**config.mk**
```make
export PLATFORM = sky130hd
export DESIGN_NAME = mux8_scan_ctrl
export DESIGN_NICKNAME = d
export VERILOG_FILES = /design/src/rtl/mux8_scan_pkg.sv /design/src/rtl/mux8_scan_ctrl.sv
export SDC_FILE = /design/constraint.sdc
export NUM_CORES = 1
export LEC_CHECK = 0
export ABC_AREA = 1
export ABC_CLOCK_PERIOD_IN_PS = 2150
export BUFFER_PORTS_ARGS = -buffer_cell sky130_fd_sc_hd__buf_2
export CAP_MARGIN = 10
export CORE_ASPECT_RATIO = 0.8
export CORE_MARGIN = 2
export CORE_UTILIZATION = 35
export DETAILED_ROUTE_END_ITERATION = 12
export PLACE_DENSITY = 0.59
export SLEW_MARGIN = 0
export SYNTH_ARGS = -nofsm -noshare
export SYNTH_HDL_FRONTEND = slang
export SYNTH_SLANG_ARGS = --single-unit
```
**constraint.sdc**
```tcl
create_clock -name clk -period 2.15 [get_ports clk]
set_clock_uncertainty 0.2 [all_clocks]
set_input_delay 0.215 -clock clk [delete_from_list [all_inputs] [get_ports clk]]
set_output_delay 0.215 -clock clk [all_outputs]
set_load 0.03 [all_outputs]
```
**src/rtl/mux8_scan_pkg.sv**
```systemverilog
// mux8_scan_pkg: shared types and sizes for the 8:1 mux scan controller.
//   state_e  : FSM state (IDLE waits for a word, SCAN steps the select)
//   SEL_W    : mux select width
//   NUM_IN   : number of mux data inputs
//   DWELL_W  : dwell counter width
package mux8_scan_pkg;

  typedef enum logic {
    IDLE = 1'b0,
    SCAN = 1'b1
  } state_e;

  localparam int SEL_W   = 3;
  localparam int NUM_IN  = 8;
  localparam int DWELL_W = 8;

endpackage

```
**src/rtl/mux8_scan_ctrl.sv**
```systemverilog
// mux8_scan_ctrl: upstream sequencer for an 8:1 mux (parallel-to-serial).
// Accepts one 8-bit word over valid/ready, holds it on the mux data inputs
// a..h and walks sel 0..7, holding each select for DWELL cycles. bit_strobe
// marks the cycle in which the mux output is valid for the current sel.
//   clk, rst          : clock, synchronous active-high reset
//   in_data/in_valid  : word to scan (bit 7 -> a ... bit 0 -> h)
//   in_ready          : high in IDLE; a word is taken on valid && ready
//   hold              : freezes select and dwell count during a scan
//   a..h              : latched word bits to the mux
//   sel               : mux select
//   bit_strobe        : sample mux y this cycle
//   busy              : scan in progress
//   done              : pulse on the final strobe of a word
module mux8_scan_ctrl
  import mux8_scan_pkg::*;
#(
  parameter int DWELL = 1   // 1..255
) (
  input  logic             clk,
  input  logic             rst,
  input  logic [7:0]       in_data,
  input  logic             in_valid,
  output logic             in_ready,
  input  logic             hold,
  output logic             a,
  output logic             b,
  output logic             c,
  output logic             d,
  output logic             e,
  output logic             f,
  output logic             g,
  output logic             h,
  output logic [SEL_W-1:0] sel,
  output logic             bit_strobe,
  output logic             busy,
  output logic             done
);

  localparam logic [DWELL_W-1:0] DWELL_LAST = DWELL_W'(DWELL - 1);
  localparam logic [SEL_W-1:0]   SEL_LAST   = SEL_W'(NUM_IN - 1);

  state_e               state;
  logic [DWELL_W-1:0]   cnt;
  logic [NUM_IN-1:0]    word;

  always_ff @(posedge clk) begin
    if (rst) begin
      state <= IDLE;
      sel   <= '0;
      cnt   <= '0;
      word  <= '0;
    end else begin
      case (state)
        IDLE: begin
          // hold is ignored here; acceptance depends only on in_valid
          if (in_valid) begin
            word  <= in_data;
            sel   <= '0;
            cnt   <= '0;
            state <= SCAN;
          end
        end
        SCAN: begin
          if (!hold) begin
            if (cnt == DWELL_LAST) begin
              cnt <= '0;
              // last strobe of the word: back to IDLE with sel parked at 0
              if (sel == SEL_LAST) begin
                sel   <= '0;
                state <= IDLE;
              end else begin
                sel <= sel + SEL_W'(1);
              end
            end else begin
              cnt <= cnt + DWELL_W'(1);
            end
          end
        end
        default: state <= IDLE;
      endcase
    end
  end

  assign in_ready   = (state == IDLE);
  assign busy       = (state == SCAN);
  // hold reaches the strobe combinationally so a held cycle never strobes
  assign bit_strobe = (state == SCAN) && (cnt == DWELL_LAST) && !hold;
  assign done       = bit_strobe && (sel == SEL_LAST);

  assign {a, b, c, d, e, f, g, h} = word;

endmodule
```
# == Word-level counts from Yosys, hierarchy flattened ==
# Index checks and enable logic that the tools add are counted.
# totals
reg_bits,20
latch_bits,0
ram_bits,0
romBits,0
elab_cells,33
memories,0
# op_classes
n_addsub,2
n_mul,0
div_mod_pow,0
order_cmp,0
eq_ne,4
shifts,0
n_mux,14
bitwise_logic,1
reduce_logical,8
# op_table
op,count
8-bit 2-to-1 mux,3
8-bit one-hot mux with 2 select lines,1
3-bit 2-to-1 mux,4
"8-bit by 1-bit adder with 8-bit output, second input constant",1
8-bit logical NOT,1
3-bit one-hot mux with 2 select lines,1
1-bit 2-to-1 mux,4
"2-bit != test, second input constant",2
2-bit AND reduction,2
"3-bit by 1-bit adder with 3-bit output, second input constant",1
"3-bit equality test, second input constant",1
1-bit logical AND,3
3-bit AND reduction,1
"2-bit by 1-bit != test with 1-bit output, second input constant",1
1-bit one-hot mux with 2 select lines,1
1-bit logical NOT,1
1-bit NOT,1

# == Longest topological paths before layout ==
# Gate-level depths: netlist (run 1).
# logic_depth
depth_word,5
mapped_depth,9
ltp_nobuf,9

# == Least setup slack after synthesis (run 1) ==
# OpenSTA, ideal clock, no wires.
# synth_timing
kind,register to output
startpoint,reg state (netlist: busy)
endpoint,out done
t_arrival_ns,1.415
t_required_ns,1.735
path_slack_ns,0.320
path_stages_with_launch,5
path_cell_list,dfxtp_1 inv_2 nor2_8 nand2_4 nor2_1
# synth_between
elab_chain_cells,3
# synth_rtl
element,line,rtl
from (decl),mux8_scan_ctrl.sv:42,state_e state;
from (signal assigned),mux8_scan_ctrl.sv:48,state <= IDLE;
from (signal assigned),mux8_scan_ctrl.sv:60,state <= SCAN;
from (signal assigned),mux8_scan_ctrl.sv:70,state <= IDLE;
1-bit logical AND (2 in a row),mux8_scan_ctrl.sv:87,assign bit_strobe = (state == SCAN) && (cnt == DWELL_LAST) && !hold;
1-bit logical AND,mux8_scan_ctrl.sv:88,assign done = bit_strobe && (sel == SEL_LAST);
to (decl),mux8_scan_ctrl.sv:36,output logic done
# No other way between the ends.

# == Final worst setup path (run 1) ==
# layout_timing
startpoint,reg cnt[0]
endpoint,out done
# layout_between
elab_chain_cells,4
# layout_rtl
element,line,rtl
from (decl),mux8_scan_ctrl.sv:43,logic [DWELL_W-1:0] cnt;
from (signal assigned),mux8_scan_ctrl.sv:75,cnt <= cnt + DWELL_W'(1);
8-bit logical NOT,mux8_scan_ctrl.sv:87,
1-bit logical AND (2 in a row),mux8_scan_ctrl.sv:87,
1-bit logical AND,mux8_scan_ctrl.sv:88,
# No other way between the ends.

==> summary.md, run 1 <==
| Metric | Value |
|---|---|
| Commonest non-fill, non-tap cell in the layout | nor2_1 |
| Syn nets | 158 |
| Crit-path leading delay family | simple AND/OR/NAND/NOR gates |
| Yosys warns | 0 |
| Tcrit/Tclk final | 0.907 |
| Area grow syn2layout | 29.8% |
| Die height | 51.8 um |
| CTS tree | yes |
| H-tree Lvls | 1 |
| Cell-internal power | 0.543 mW |
| CTS buffer count | 3 |
| Total setup buffers inserted after CTS | 0 |
| Worst skew pair latency | 0.30 ns |
| Seq pwr share | 0.517 |
| CP max stage delay | 0.34 ns |
| Final nets | 196 |
| RePlAce Congestion | 0.748 |
| WS Path Type | flip-flop to output pin |
| # clock sinks | 20 |
| Crit-path cells | inv_1 > ha_1 > nand2_1 > nor2_4 > nand2_4 > nor2_1 > buf_2 |
| Peak supply drop | 317 uV |
| Critical Path Source Type | flip-flop |
| Clock Power Share | 0.291 |
| Vias in the first global route | 954 |
| Outcome | complete, no violations |
| Sequential area share after synthesis | 0.401 |
| Die Width | 63.8 um |
| Initial antenna violation count | 0 |
| Register area | 400 um^2 |
| Setup TNS | 0 ns |
| Router iterations before antenna repair | 4 |
| Via count | 997 |
| Crit path buffers/inverters | 2 |
| Maximum number of pins on one net before global-route repair | 14 |
| Number of fill cells in the layout | 275 |
| RSZ-0062 raised after global routing | false |
| Initial DRC count | 18 |
| Hold Crit Class | primary input to flip-flop |
| Cell count after synthesis | 142 |
| Max Buffers Root-to-Sink | 2 |
| Worst hold margin | 0.136 ns |
| CP Capture Type | output pin |
| Fin. Hold Viols | 0 |
| Crit-path max FO | 7 |
| Layout cell share with drive strength beyond 1 | 0.235 |
| MaxCap Viol Count | 0 |
| Tmin final | 1.95 ns |
| Most frequent cells in the layout | nor2_1, nand2_1, buf_2 |
| Residual DRC | 0 |
| Die ar. | 0.00330 mm^2 |
| Initial Util | 0.364 |
| FF-to-FF setup slack | 0.58 ns |
| Setup ws final | 0.201 ns |
| Slew @ Worst Pin | 0.426 ns |
| Fin util | 0.473 |
| Final setup vio count | 0 |
| Area leader, netlist | dfxtp_1 |
| GR Util All Layers | 0.162 |
| Gate power share | 0.192 |
| CORE AREA | 0.00274 mm^2 |
| Routed WL per cell | 10.7 um |
| Worst-path clk slew | 0.12 ns |
| Final total power | 0.768 mW |
| Slowest CP cell | dfxtp_1 |
| Non-Filler Instances | 217 |
| Power per cell area | 592 mW/mm^2 |
| Final instance area | 0.00130 mm^2 |
| Largest cells by area after synthesis | dfxtp_1, nor2_1, nand2_1, o21ai_0, inv_1 |
| Dpl ws | 0.553 ns |
| DP Cell Count | 204 |
| Max Fclk | 0.513 GHz |
| Max-slew violations | 0 |
| Multi-input logic area | 517 um^2 |
| WP data arrival | 1.53 ns |
| Row cnt | 17 |
| # diodes | 0 |
| Switching share of total power | 0.294 |
| Total wire length | 2320 um |
| ANT nets after route | 0 |
| Cell area after placement | 0.00117 mm^2 |
| Top cell type's share of synthesized area | 0.401 |
| Leakage power | 0.629 nW |
| Via density | 4.59 |
| Ports | 27 |
| Flops & latches, synth | 20 |
| Sw Pwr | 0.225 mW |
| HPWL after DPL | 1630 um |
| Cell variety after synth | 20 |
| Mapped cell area | 1000 um^2 |
| # port buffers | 26 |
| Clock Tree Root | clkbuf_4 |
| Total congestion overflow | 0 |
| Max transition margin | 0.716 |
| Syn_area_per_cell | 7.04 um^2 |
| Worst EP required | 1.74 ns |
| First-pass GRT wire length | 4140 um |
==> area by class of cell <==
| type | count | area share |
|---|---|---|
| Clock buffer | 4 | 0.0280 |
| Inverter | 18 | 0.0530 |
| Multi-Input combinational cell | 101 | 0.398 |
| Sequential cell | 20 | 0.309 |
| Tap cell | 38 | 0.0366 |
| Timing Repair Buffer | 36 | 0.176 |
==> tightest hold or removal path, stage by stage <==
cell and delay (ns):
buf_2 0.09, inv_1 0.10, a21oi_1 0.08, o21ai_0 0.08
inv_1 0.04
==> path summary, 6_finish.rpt <==
kind | start | end | cells after the start
max | cnt[0]$_SDFFE_PP0P_ | done | 7
min | in_valid | busy$_SDFF_PP0_ | 5
max reg2reg | busy$_SDFF_PP0_ | cnt[7]$_SDFFE_PP0P_ | 6
min reg2reg | cnt[6]$_SDFFE_PP0P_ | cnt[6]$_SDFFE_PP0P_ | 2
==> cells in the mapped netlist <==
master / n
nor2_1: 30
nor2_4: 3
nand2_2: 1
nor3_2: 1
nand2_4: 1
o21bai_1: 1
clkinv_2: 1
dfxtp_1: 20
o21ai_0: 11
inv_1: 14
nand3_1: 9
clkbuf_1: 1
nand3b_1: 2
ha_1: 4
a21oi_1: 8
nand2_1: 28
nor2_8: 1
buf_2: 2
inv_2: 3
nor3_1: 1
==> power groups by stage <==
stage | Clock [mW] | Combinational, mW | Sequential [mW]
6_report | 0.223 | 0.147 | 0.397
5_1_grt | 0.242 | 0.161 | 0.399
4_1_cts | 0.233 | 0.147 | 0.397
3_5_place_dp | 0 | 0.134 | 0.405
3_3_place_gp | 0 | 0.132 | 0.405
2_1_floorplan | 0 | 0.0592 | 0.438
==> kinds of logic (layout without fill, tap and decap cells) <==
kind of cell,count (synthesis),after routing,synth area share
fa+ha+maj,4,4,0.0501
buf+inv,21,58,0.0826
compound gates,20,20,0.103
flops,20,20,0.400
simple gates,77,77,0.364
==> routing by layer <==
| layer | track usage | part of all wire | vias to the layer above |
|---|---|---|---|
| met5 | 0 | 0 | - |
| met4 | 0.0543 | 0.0052 | 0 |
| met3 | 0.0476 | 0.049 | 2 |
| met2 | 0.267 | 0.46 | 22 |
| met1 | 0.203 | 0.48 | 452 |
| li1 | - | - | 521 |
==> registers in the layout, indices dropped and copies added (netlist names) <==
register / cells
sel: 3
busy: 1
word: 8
cnt: 8
==> repair_timing <==
item | in CTS | in global routing
gates resized for setup | 0 | 0
hold buffers | 9 | 0
hold endpoints to repair | 14 | 0
Note: power is estimated with default switching activity, not from simulation.
==> run 2: changes to the inputs <==
Settings changed: BUFFER_PORTS_ARGS -buffer_cell sky130_fd_sc_hd__buf_2 to -buffer_cell sky130_fd_sc_hd__clkbuf_2, CORE_UTILIZATION 35 to 54, PLACE_DENSITY 0.59 to 0.84.
==> run 2 against run 1 <==
  * Utilization rose by 29 points
  * Die area fell by 33%
  * Non-clock buffer count unchanged
  * Design area decreased by 1.5%
  * Clock-buffer cell count did not move
  * Power up 0.11%
  * Worst hold slack worse by 0.035 ns
  * Critical path type unchanged
  * Routed wire length increased by 1.4%
  * Flip-flop and latch count unchanged
==> summary.md, run 2 (synthesized netlist as in run 1, its figures left out) <==
| Metric | Value |
|---|---|
| Via count | 1,031 (was 997) |
| Commonest non-fill, non-tap cell in the layout | nor2_1 (unchanged) |
| Initial antenna violation count | 0 (unchanged) |
| Max-slew violations | 0 (unchanged) |
| Max transition margin | 0.741 (was 0.716) |
| Fin util | 0.763 (was 0.473) |
| Residual DRC | 0 (unchanged) |
| Slowest CP cell | dfxtp_1 (unchanged) |
| WS Path Type | flip-flop to output pin (unchanged) |
| Clock Tree Root | clkbuf_4 (unchanged) |
| Tcrit/Tclk final | 0.927 (was 0.907) |
| Crit path from | cnt[0]$_SDFFE_PP0P_ (unchanged) |
| Top flop regs | cnt x8, word x8, sel x3 (unchanged) |
| WP data arrival | 1.58 ns (was 1.53 ns) |
| Crit-path max FO | 7 (unchanged) |
| Tmin final | 1.99 ns (was 1.95 ns) |
| Total setup buffers inserted after CTS | 0 (unchanged) |
| CTS tree | yes (unchanged) |
| Most frequent cells in the layout | nor2_1, nand2_1, clkbuf_2 (was nor2_1, nand2_1, buf_2) |
| Initial DRC count | 23 (was 18) |
| First-pass GRT wire length | 3940 um (was 4140 um) |
| H-tree Lvls | 1 (unchanged) |
| Worst-path clk slew | 0.12 ns (about the same) |
| Crit-path cells | inv_1 > ha_1 > nand2_1 > nor2_4 > nand2_4 > nor2_1 > clkbuf_2 (was inv_1 > ha_1 > nand2_1 > nor2_4 > nand2_4 > nor2_1 > buf_2) |
| Crit-path leading delay family | simple AND/OR/NAND/NOR gates (unchanged) |
| Final setup vio count | 0 (unchanged) |
| Via density | 5.13 (was 4.59) |
| Worst skew pair latency | 0.31 ns (was 0.30 ns) |
| Power per cell area | 602 mW/mm^2 (was 592 mW/mm^2) |
| Worst EP required | 1.74 ns (about the same) |
| CP Capture Type | output pin (unchanged) |
| Die ar. | 0.00221 mm^2 (was 0.00330 mm^2) |
| Leakage power | 0.624 nW (was 0.629 nW) |
| Critical Path Source Type | flip-flop (unchanged) |
| Initial Util | 0.597 (was 0.364) |
| Total congestion overflow | 0 (unchanged) |
| Peak supply drop | 497 uV (was 317 uV) |
| Dpl ws | 0.530 ns (was 0.553 ns) |
| RePlAce Congestion | 0.808 (was 0.748) |
| Hold Crit Class | primary input to flip-flop (unchanged) |
| Number of cells on the critical path | 7 (unchanged) |
| Max Fclk | 0.502 GHz (was 0.513 GHz) |
| Fin. Hold Viols | 0 (unchanged) |
| Die height | 42.5 um (was 51.8 um) |
| Maximum number of pins on one net before global-route repair | 14 (unchanged) |
| Setup ws final | 0.157 ns (was 0.201 ns) |
| CORE AREA | 0.00168 mm^2 (was 0.00274 mm^2) |
| Outcome | complete, no violations (unchanged) |
| Register-to-Register Path Depth | 9 (was 6) |
| Total wire length | 2350 um (was 2320 um) |
| Ports | 27 (unchanged) |
| Worst hold margin | 0.101 ns (was 0.136 ns) |
| Routed WL per cell | 11.7 um (was 10.7 um) |
| Final nets | 196 (unchanged) |
| Layout cell share with drive strength beyond 1 | 0.235 (unchanged) |
| Reg-to-reg critical path startpoint | cnt[0]$_SDFFE_PP0P_ (was busy$_SDFF_PP0_) |
| Row cnt | 13 (was 17) |
| Max Buffers Root-to-Sink | 2 (unchanged) |
| Die Width | 52.1 um (was 63.8 um) |
| Router iterations before antenna repair | 4 (unchanged) |
| Hold Path Stages | 5 (unchanged) |
| ANT nets after route | 0 (unchanged) |
| MaxCap Viol Count | 0 (unchanged) |
| GR Util All Layers | 0.243 (was 0.162) |
| Area grow syn2layout | 27.8% (was 29.8%) |
| # diodes | 0 (unchanged) |
| CP max stage delay | 0.35 ns (was 0.34 ns) |
| Vias in the first global route | 924 (was 954) |
| Worst Min Path Start | in_valid (unchanged) |
| # clock sinks | 20 (unchanged) |
| # port buffers | 26 (unchanged) |
| Slew @ Worst Pin | 0.387 ns (was 0.426 ns) |
| Crit path buffers/inverters | 2 (unchanged) |
| CTS buffer count | 3 (unchanged) |
| RSZ-0062 raised after global routing | false (unchanged) |
| HPWL after DPL | 1650 um (was 1630 um) |
| Setup TNS | 0 ns (unchanged) |
==> run 2: area by class of cell <==
| type | instances | area (um^2) |
|---|---|---|
| fill | 123 | 398 |
| inverter | 18 | 68.8 |
| sequential | 20 | 400 |
| tap | 22 | 27.5 |
| multi-input combinational | 101 | 517 |
| timing repair buffer | 36 | 228 |
| clock buffer | 4 | 36.3 |
==> run 2: through the flow <==
stage | cells | total power [mW] | cell area (um^2)
final | 201 | 0.769 | 1280
after global routing | 201 | 0.798 | 1280
after global placement | 188 | 0.535 | 1150
after CTS | 201 | 0.773 | 1280
after floorplan | 142 | 0.497 | 1000
after detailed placement | 188 | 0.539 | 1150
==> run 2: repair_timing <==
item	in CTS	in global routing
hold endpoints to repair	14	0
hold buffers	9	0
endpoints found under the setup margin	0	0
resized for setup	0	0
==> run 2: metal layers <==
metal | GRT usage | vias up | wire length [um]
met5 | 0 | - | 0
met1 | 0.294 | 472 | 1030
met3 | 0.0821 | 8 | 150
met2 | 0.387 | 34 | 1090
li1 | - | 517 | -
met4 | 0.105 | 0 | 78
==> run 2: worst paths after layout <==
check	slack, ns	endpoint
setup / recovery	0.16	done
hold / removal	0.10	busy$_SDFF_PP0_
setup reg to reg	0.59	sel[1]$_SDFFE_PP0P_
hold reg to reg	0.31	cnt[7]$_SDFFE_PP0P_
==> run 2: power breakdown <==
| group | switching [mW] | internal (mW) | total (mW) | leakage (nW) |
|---|---|---|---|---|
| logic | 0.0952 | 0.0514 | 0.147 | 0.439 |
| registers | 0.0110 | 0.387 | 0.398 | 0.164 |
| clock network | 0.120 | 0.104 | 0.224 | 0.0210 |
| total | 0.227 | 0.542 | 0.769 | 0.624 |
==> run 2: worst min-delay path, delay by kind of cell <==
family                 cells  cell delay (ns)
buffers and inverters      3             0.22
AO/OA/AOI/OAI              2             0.14
==> run 3: changes to the inputs <==
Settings changed: ABC_CLOCK_PERIOD_IN_PS 2150 to 2200, CORE_UTILIZATION 54 to 50, PLACE_DENSITY 0.84 to 0.79.
Clock period 2.15 ns to 2.2 ns, I/O delays scaled along.
==> run 3 against run 2 <==
  * Power increased by 8.4%
  * Critical endpoint unchanged
  * Worst hold slack improved by 0.025 ns
  * Setup slack improved by 0.066 ns
  * Critical path depth unchanged
  * Sequential share of layout area decreased by 0.45 points
  * Design area increased by 1.5%
  * Final cell count increased by 1.0%
  * First-iteration DRC count increased by 8.7%
  * Clock power increased by 34%
  * Via count decreased by 2.3%
  * Clock-buffer cell count decreased by 1
==> summary.md, run 3 (synthesized netlist as in run 1, its figures left out) <==
| Metric | Value |
|---|---|
| Crit path buffers/inverters | 2 (unchanged) |
| Clock Power Share | 0.361 (was 0.291) |
| Layout cell share with drive strength beyond 1 | 0.235 (unchanged) |
| Register-to-Register Path Depth | 9 (unchanged) |
| Total congestion overflow | 0 (unchanged) |
| Max Fclk | 0.506 GHz |
| Outcome | complete, no violations (unchanged) |
| Initial Util | 0.528 (was 0.597) |
| H-tree Lvls | 1 (unchanged) |
| Initial antenna violation count | 0 (unchanged) |
| CP max stage delay | 0.34 ns (was 0.35 ns) |
| Number of cells on the critical path | 7 (unchanged) |
| Area grow syn2layout | 29.7% (was 27.8%) |
| Top flop regs | cnt x8, word x8, sel x3 (unchanged) |
| Cell-internal power | 0.613 mW (was 0.542 mW) |
| Register area | 400 um^2 (unchanged) |
| Global-route met2 utilization | 0.376 (was 0.387) |
| Via density | 4.96 (was 5.13) |
| Fin. Hold Viols | 0 (unchanged) |
| CTS tree | yes (unchanged) |
| Die height | 44.0 um (was 42.5 um) |
| Final instance area | 0.00130 mm^2 (was 0.00128 mm^2) |
| WP data arrival | 1.56 ns (was 1.58 ns) |
| GR Util All Layers | 0.232 (was 0.243) |
| Met1 usage in global routing | 0.300 (was 0.294) |
| Gate power share | 0.172 (was 0.191) |
| Commonest non-fill, non-tap cell in the layout | nor2_1 (unchanged) |
| CTS buffer count | 3 (unchanged) |
| Crit-path max FO | 7 (unchanged) |
| ANT nets after route | 0 (unchanged) |
| Max-slew violations | 0 (unchanged) |
| Max transition margin | 0.742 (was 0.741) |
| Final total power | 0.833 mW (was 0.769 mW) |
| Worst hold margin | 0.126 ns (was 0.101 ns) |
| Sw Pwr | 0.220 mW (was 0.227 mW) |
| Cell area after placement | 0.00115 mm^2 (about the same) |
| Crit-path leading delay family | simple AND/OR/NAND/NOR gates (unchanged) |
| Worst-path clk slew | 0.12 ns (about the same) |
| Worst EP required | 1.78 ns (was 1.74 ns) |
| Clock Tree Root | clkbuf_4 (unchanged) |
| Maximum number of pins on one net before global-route repair | 14 (unchanged) |
| # clock sinks | 20 (unchanged) |
| Tcrit/Tclk final | 0.899 |
| # diodes | 0 (unchanged) |
| CORE AREA | 0.00189 mm^2 (was 0.00168 mm^2) |
| GR Util met3 | 0.0724 (was 0.0821) |
| CP Capture Type | output pin (unchanged) |
| Tmin final | 1.98 ns |
| Multi-input logic area | 517 um^2 (unchanged) |
| WS Path Type | flip-flop to output pin (unchanged) |
| Critical Path Source Type | flip-flop (unchanged) |
| Switching share of total power | 0.264 (was 0.295) |
| HPWL after DPL | 1550 um (was 1650 um) |
| Routed WL per cell | 10.9 um (was 11.7 um) |
| Router iterations before antenna repair | 5 (was 4) |
| MaxCap Viol Count | 0 (unchanged) |
| Number of fill cells in the layout | 158 (was 123) |
| Vias in the first global route | 953 (was 924) |
| Worst skew pair latency | 0.31 ns (about the same) |
| Final setup vio count | 0 (unchanged) |
| Slew @ Worst Pin | 0.386 ns (was 0.387 ns) |
| Setup TNS | 0 ns (unchanged) |
| RSZ-0062 raised after global routing | false (unchanged) |
| Via count | 1,007 (was 1,031) |
| Ports | 27 (unchanged) |
| RePlAce Congestion | 0.805 (was 0.808) |
| Max Buffers Root-to-Sink | 2 (unchanged) |
| Residual DRC | 0 (unchanged) |
| Power per cell area | 643 mW/mm^2 (was 602 mW/mm^2) |
| Hold Crit Class | primary input to flip-flop (unchanged) |
| Hold Path Stages | 5 (unchanged) |
| Initial DRC count | 25 (was 23) |
| Die ar. | 0.00238 mm^2 (was 0.00221 mm^2) |
| Final nets | 196 (unchanged) |
| DP Cell Count | 190 (was 188) |
| # port buffers | 26 (unchanged) |
| Die Width | 54.0 um (was 52.1 um) |
| Seq pwr share | 0.467 (was 0.518) |
| Crit-path cells | inv_1 > ha_1 > nand2_1 > nor2_4 > nand2_4 > nor2_1 > clkbuf_2 (unchanged) |
| Top Usage Layer GRT | met2 (unchanged) |
| Row cnt | 14 (was 13) |
| Non-Filler Instances | 203 (was 201) |
| Leakage power | 0.631 nW (was 0.624 nW) |
| Total wire length | 2200 um (was 2350 um) |
| First-pass GRT wire length | 3990 um (was 3940 um) |
| Slowest CP cell | dfxtp_1 (unchanged) |
| Peak supply drop | 562 uV (was 497 uV) |
| Most frequent cells in the layout | nor2_1, nand2_1, clkbuf_2 (unchanged) |
-- run 3: metal layers --
| layer | wire length (um) | part of all wire | vias up |
|---|---|---|---|
| li1 | - | - | 519 |
| met1 | 1040 | 0.47 | 455 |
| met2 | 1040 | 0.47 | 30 |
| met3 | 113 | 0.051 | 3 |
| met4 | 12 | 0.0054 | 0 |
| met5 | 0 | 0 | - |
-- run 3: final timing paths --
| kind | start | to | slack, ns |
|---|---|---|---|
| max | cnt[0]$_SDFFE_PP0P_ | done | 0.22 |
| min | in_valid | busy$_SDFF_PP0_ | 0.13 |
| max reg2reg | cnt[0]$_SDFFE_PP0P_ | sel[1]$_SDFFE_PP0P_ | 0.68 |
| min reg2reg | cnt[6]$_SDFFE_PP0P_ | cnt[6]$_SDFFE_PP0P_ | 0.31 |
-- run 3: layout make-up --
cell class	instances	area share
clock buffer	3	0.0174
timing repair buffer	36	0.176
clock inverter	1	0.0232
multi-input combinational	101	0.399
tap	24	0.0232
inverter	18	0.0531
sequential	20	0.309
-- run 3: metrics by stage --
step / utilization / worst slack [ns]
after CTS: 0.685 / 0.201
after floorplan: - / 0.365
after detailed placement: 0.610 / 0.577
after global placement: 0.610 / 0.610
final: 0.685 / 0.222
after global routing: 0.685 / 0.0842
-- run 3: timing repair --
| action | in CTS | in global routing |
|---|---|---|
| buffers inserted | 0 | 0 |
| gates resized for setup | 0 | 0 |
| hold endpoints to repair | 14 | 0 |
| hold buffers | 9 | 0 |
-- run 3: power by group through the flow --
stage               Sequential [mW]  Clock [mW]  Combinational, mW
floorplan                     0.428           0             0.0578
global placement              0.396           0              0.127
detailed placement            0.397           0              0.130
CTS                           0.389       0.309              0.143
global route                  0.391       0.325              0.159
finish                        0.389       0.301              0.144
-- run 3: worst min-delay path: stages --
cell	delay [ns]
clkbuf_2	0.08
inv_1	0.10
a21oi_1	0.07
o21ai_0	0.08
inv_1	0.04
